--- src/rtl/regfile_read_port_arbiter.sv ---
// regfile_read_port_arbiter
// Round-robin arbiter sharing one register-file read port between NUM_REQ
// requesters. ACK is combinational in the grant cycle. The mux select is
// registered one edge later and the read data one edge after that, so the
// response appears two cycles after ACK. One grant per cycle, fully pipelined.
// Optional feature macro: REGFILE_ZERO_REG_EN. When defined, a read of
// register 0 returns zero no matter what the mux drives.
module regfile_read_port_arbiter #(
  parameter int BITS    = 32,
  parameter int NUM_REQ = 4
) (
  input  logic                 i_clk,
  input  logic                 i_reset,
  input  logic [NUM_REQ-1:0]   i_req,
  input  logic [NUM_REQ*5-1:0] i_addr,
  input  logic                 i_stall,
  output logic [NUM_REQ-1:0]   o_ack,
  output logic [4:0]           o_mux_select,
  input  logic [BITS-1:0]      i_mux_out,
  output logic [NUM_REQ-1:0]   o_resp_valid,
  output logic [BITS-1:0]      o_resp_data,
  output logic                 o_busy
);

  localparam int PTR_W = (NUM_REQ > 1) ? $clog2(NUM_REQ) : 1;

  // Round-robin pointer and pipeline state
  logic [PTR_W-1:0]   r_ptr;
  logic [4:0]         r_mux_select;
  logic               r_s1_valid;
  logic [PTR_W-1:0]   r_s1_owner;
  logic [NUM_REQ-1:0] r_resp_valid;
  logic [BITS-1:0]    r_resp_data;

  // Arbitration signals
  logic [4:0]         w_addr     [NUM_REQ];
  logic [PTR_W:0]     w_scan_sum [NUM_REQ];
  logic [PTR_W-1:0]   w_scan_idx [NUM_REQ];
  logic               w_found;
  logic [PTR_W-1:0]   w_winner;
  logic               w_grant;
  logic [PTR_W-1:0]   w_ptr_next;
  logic [NUM_REQ-1:0] w_ack;
  logic [BITS-1:0]    w_rd_next;

  // Unpack per-requester addresses and build the scan order starting at r_ptr.
  // Both r_ptr and gi are below NUM_REQ, so one conditional subtract wraps.
  for (genvar gi = 0; gi < NUM_REQ; gi++) begin : g_scan
    assign w_addr[gi]     = i_addr[gi*5 +: 5];
    assign w_scan_sum[gi] = {1'b0, r_ptr} + (PTR_W+1)'(gi);
    assign w_scan_idx[gi] = (w_scan_sum[gi] >= (PTR_W+1)'(NUM_REQ))
                            ? PTR_W'(w_scan_sum[gi] - (PTR_W+1)'(NUM_REQ))
                            : w_scan_sum[gi][PTR_W-1:0];
  end

  // Pick the first requesting index in rotated order from the pointer
  always_comb begin
    w_found  = 1'b0;
    w_winner = '0;
    for (int k = 0; k < NUM_REQ; k++) begin
      if (!w_found && i_req[w_scan_idx[k]]) begin
        w_found  = 1'b1;
        w_winner = w_scan_idx[k];
      end
    end
  end

  // Reset and stall both suppress the grant; ACK is one-hot on the winner
  assign w_grant    = w_found && !i_stall && !i_reset;
  assign w_ack      = w_grant ? (NUM_REQ'(1) << w_winner) : '0;
  assign w_ptr_next = (w_winner == PTR_W'(NUM_REQ - 1)) ? '0 : w_winner + 1'b1;

  // Register 0 can be forced to read as zero; r_mux_select is the granted index
`ifdef REGFILE_ZERO_REG_EN
  assign w_rd_next = (r_mux_select == 5'd0) ? '0 : i_mux_out;
`else
  assign w_rd_next = i_mux_out;
`endif

  // Stage 0 -> stage 1: advance pointer, launch the select for the winner
  always_ff @(posedge i_clk) begin
    if (i_reset) begin
      r_ptr        <= '0;
      r_mux_select <= '0;
      r_s1_valid   <= 1'b0;
      r_s1_owner   <= '0;
    end else begin
      r_s1_valid <= w_grant;
      if (w_grant) begin
        r_ptr        <= w_ptr_next;
        r_mux_select <= w_addr[w_winner];
        r_s1_owner   <= w_winner;
      end
    end
  end

  // Stage 1 -> stage 2: capture mux output and tag it with its owner
  always_ff @(posedge i_clk) begin
    if (i_reset) begin
      r_resp_valid <= '0;
      r_resp_data  <= '0;
    end else begin
      r_resp_valid <= r_s1_valid ? (NUM_REQ'(1) << r_s1_owner) : '0;
      if (r_s1_valid) begin
        r_resp_data <= w_rd_next;
      end
    end
  end

  assign o_ack        = w_ack;
  assign o_mux_select = r_mux_select;
  assign o_resp_valid = r_resp_valid;
  assign o_resp_data  = r_resp_data;
  assign o_busy       = r_s1_valid | (|r_resp_valid);

endmodule

--- config.mk ---
export PLATFORM = sky130hd
export DESIGN_NAME = regfile_read_port_arbiter
export DESIGN_NICKNAME = d
export VERILOG_FILES = /design/src/rtl/regfile_read_port_arbiter.sv
export SDC_FILE = /design/constraint.sdc
export NUM_CORES = 1
export LEC_CHECK = 0
export BUFFER_PORTS_ARGS = -buffer_cell sky130_fd_sc_hd__buf_2
export CAP_MARGIN = 25
export CORE_AREA = 10 10 84 86
export CTS_BUF_LIST = sky130_fd_sc_hd__clkbuf_8
export DETAILED_ROUTE_END_ITERATION = 6
export DIE_AREA = 0 0 94 96
export PLACE_DENSITY = 0.65
export SYNTH_ARGS = -nofsm -noshare
export SYNTH_HDL_FRONTEND = slang
export SYNTH_SLANG_ARGS = --single-unit
--- constraint.sdc ---
create_clock -name i_clk -period 1.71 [get_ports i_clk]
set_input_delay 0.2565 -clock i_clk [delete_from_list [all_inputs] [get_ports i_clk]]
set_output_delay 0.2565 -clock i_clk [all_outputs]
set_load 0.02 [all_outputs]
==> metrics.json <==
{
  "sta": {
    "fin_hold_ws_ns": 0.193,
    "report.final.setup_viol": 4,
    "final-max-slew-violation-count": 0,
    "worst_pin_slew_ns": 0.442,
    "rsz0062_at_grt": "yes",
    "slew_margin_rel_pct": 70.6,
    "final_period_minus_worst_setup_slack_ns": 1.85,
    "max_clock_freq_ghz": 0.540,
    "fin_skew_ns": 0.00496,
    "tcrit_tclk_final_pct": 108,
    "finalWorstSetupSlack_ns": -0.142,
    "finalHoldViolations": 0
  },
  "worst_setup_path": {
    "worst-path-buf-inv": 2,
    "regToRegStartpoint": "r_ptr[1]",
    "timing.critical_path.max_delay_family": "compound AO/OA/AOI/OAI gates",
    "cp_common_cell": "buf_6",
    "criticalPathCategory": "flip-flop to output pin",
    "reg2reg_depth": 6,
    "crit_path_end_kind": "output pin",
    "arrival_ns": 1.60,
    "worst_path_max_delay_cell": "a2111oi_4",
    "cp_cell_sequence": "buf_6 -> a2111oi_4 -> nor2_2 -> and3_1 -> buf_6",
    "timing.critical_path.slowest_cell_delay_ns": 0.43,
    "ff2ff_setup_slack_ns": 0.12,
    "worstReg2RegEnd": "o_mux_select[4]",
    "startpoint_type": "flip-flop",
    "path_max_fanout": 3,
    "critPathRequiredTime_ns": 1.45
  },
  "logic_synthesis": {
    "synth_largest_area_cell": "dfxtp_1",
    "synthCells": 181,
    "yosysSeqAreaShare_pct": 49.5,
    "syn_area_per_cell_um2": 10.3,
    "post-synth-top-count-cell": "dfxtp_1",
    "synth.cell_area_mm2": 0.00186,
    "synth_enable_flop_cells": 0,
    "netlist_top_cells_area": "dfxtp_1 49%, mux2i_1 23%, nor2_1 7.5%",
    "netlist.area_leader.share_pct": 49.5,
    "syn_nets": 240,
    "top_flip_flop_cell_by_instance_count_after_synthesis": "dfxtp_1",
    "ys_seq_elements": 46,
    "synth_cell_type_count": 27,
    "synthTopCellsByCount": "46 x dfxtp_1, 42 x mux2i_1, 37 x nor2_1",
    "ys.warnings.count": 0,
    "synthArstFlopShare_pct": 0
  },
  "layout": {
    "storage_cell_area_um2": 925,
    "layout-area-overhead-vs-synth_pct": 41.9,
    "final_cells": 363,
    "fillerInstances": 521,
    "final_net_count": 350,
    "final_layout_size_suffix_gt1_share_pct": 46.0,
    "multi_input_comb_area_um2": 901,
    "num_antenna_cells": 0
  },
  "floorplanning": {
    "row_count": 27,
    "initial_core_util_pct": 34.4,
    "io-pin-count": 105,
    "core_area_mm2": 0.00541,
    "floorplan.die.width_um": 94,
    "die-height_um": 96,
    "design.die.area_mm2": 0.00902
  },
  "placement": {
    "numPortBuffers": 104,
    "dp.cells": 354,
    "dp.final_hpwl_um": 3920,
    "gpl.final_weighted_congestion": 0.765
  },
  "cts": {
    "tritoncts_num_sinks": 46,
    "tritoncts.num_buffers": 5,
    "cts.reportedPaths.clkPinSlew_ns": 0.08,
    "htreeDepth": 2,
    "cts.path.max_buffers": 2,
    "clk_latency_ns": 0.29,
    "cts_root_buf": "clkbuf_8",
    "tritoncts": "done",
    "cts_hold_buffers": 0
  },
  "global_route": {
    "grt_start_max_net_pins": 46,
    "grt_first_pass_wirelength_um": 8220,
    "grt_util_met1_pct": 12.5,
    "globalRouteMet2Util_pct": 17.3,
    "groute.usage.overall_pct": 11.1,
    "antenna_found_initial": 0,
    "grt_most_used_layer": "met2",
    "number_of_global_route_vias_before_repair": 1790,
    "grt.met3_usage_pct": 6.30,
    "globalRoute.totalOverflow": 0
  },
  "drt": {
    "routed_wl_um": 5070,
    "route.antenna.remaining_nets": 0,
    "via_per_inst": 4.61,
    "route.detailed.wl_per_inst_um": 14.0,
    "drc_errors": 0,
    "routed-via-count": 1672,
    "drt_first_pass_iters": 4,
    "drt_iter0_markers": 27
  },
  "job": {
    "max_cap_viol_count": 0
  },
  "worst_hold_path": {
    "timing.hold.worst.start": "i_mux_out[25]",
    "min_to": "o_resp_data[25]",
    "worst_hold_path_type": "input pin to flip-flop",
    "whs_path_depth": 3
  },
  "power_and_ir_drop": {
    "power.density_mw_per_mm2": 884,
    "power_mw": 2.33,
    "power.ir.vdd_worst_mv": 0.527,
    "leakage_nw": 1.31
  },
  "run_status": {
    "violations": "setup timing",
    "run_status": "finished, violations left"
  }
}
cells by family after synthesis:
kind of cell           Yosys count  synth area share [%]
AND/OR/NAND/NOR                 61                  16.1
XOR/XNOR                         1                 0.471
flip-flops                      46                  49.5
AO/OA/AOI/OAI                   16                  7.73
buffers and inverters           15                  3.63
multiplexers                    42                  22.6
area by class of cell:
type                    instances  share of cell area [%]
flip-flops and latches         46                    35.0
multi-input cells             120                    34.1
repair buffers                114                    24.0
well taps                      72                    3.41
clock buffers                   5                    2.60
inverters                       4                   0.568
clock inverters                 2                   0.379
registers in the layout, summed over array words and instances (netlist names):
name,count
r_ptr,2
o_resp_valid,4
o_resp_data,32
o_mux_select,5
r_s1_owner,2
r_s1_valid,1
worst reg2reg max path: cells and delay by family (launching register included):
kind	cells	cell delay, ns
mux	1	0.17
simple gates	1	0.11
compound gates	2	0.57
buf+inv	2	0.29
flops	1	0.34
placed cells by master (no fill, tap or decap), types with 4 or more instances in the layout:
cell,count
buf_2,100
buf_4,9
buf_6,4
clkbuf_8,5
dfxtp_1,43
mux2i_1,41
nand2_1,5
nand3b_1,6
nor2_1,37
o221ai_1,5
routing by layer:
metal | vias to the layer above | wire length [um] | share of wire (%)
li1 | 849 | - | -
met4 | 0 | 89 | 1.8
met2 | 78 | 2200 | 43
met5 | - | 0 | 0
met3 | 11 | 619 | 12
met1 | 734 | 2160 | 43
report_power, final:
group	leakage (nW)	total [mW]	internal, mW	switching [mW]
clock network	0.0438	0.610	0.274	0.335
logic	0.889	0.545	0.260	0.285
registers	0.377	1.18	1.14	0.0397
total	1.31	2.33	1.67	0.660
metrics by stage:
step / cell area, um^2 / setup TNS (ns) / setup WS [ns] / util [%]
4_1_cts: 2670 / -0.424 / -0.107 / 49.3
6_report: 2640 / -0.503 / -0.142 / 48.9
2_1_floorplan: 1860 / 0 / 0.0793 / -
3_3_place_gp: 2510 / 0 / 0.0411 / 46.4
5_1_grt: 2640 / -0.828 / -0.222 / 48.9
3_5_place_dp: 2510 / 0 / 0.0173 / 46.4
timing repair:
action,4_1_cts,5_1_grt
endpoints found under the setup margin,4,10
buffers inserted,4,0
pin swaps,10,3
gates resized for setup,15,2
endpoints found under the hold margin,0,0
how the worst max path moves through the flow:
stage / start / end / cells after the start
after CTS: r_ptr[1] / o_ack[0] / 5
final: r_ptr[1] / o_ack[0] / 5
after floorplan: r_ptr[0] / o_ack[0] / 5
after detailed placement: i_req[0] / o_ack[3] / 6
after global routing: r_ptr[1] / o_ack[3] / 5
after global placement: i_req[0] / o_ack[3] / 6
Power figures use the tool's default switching activity.
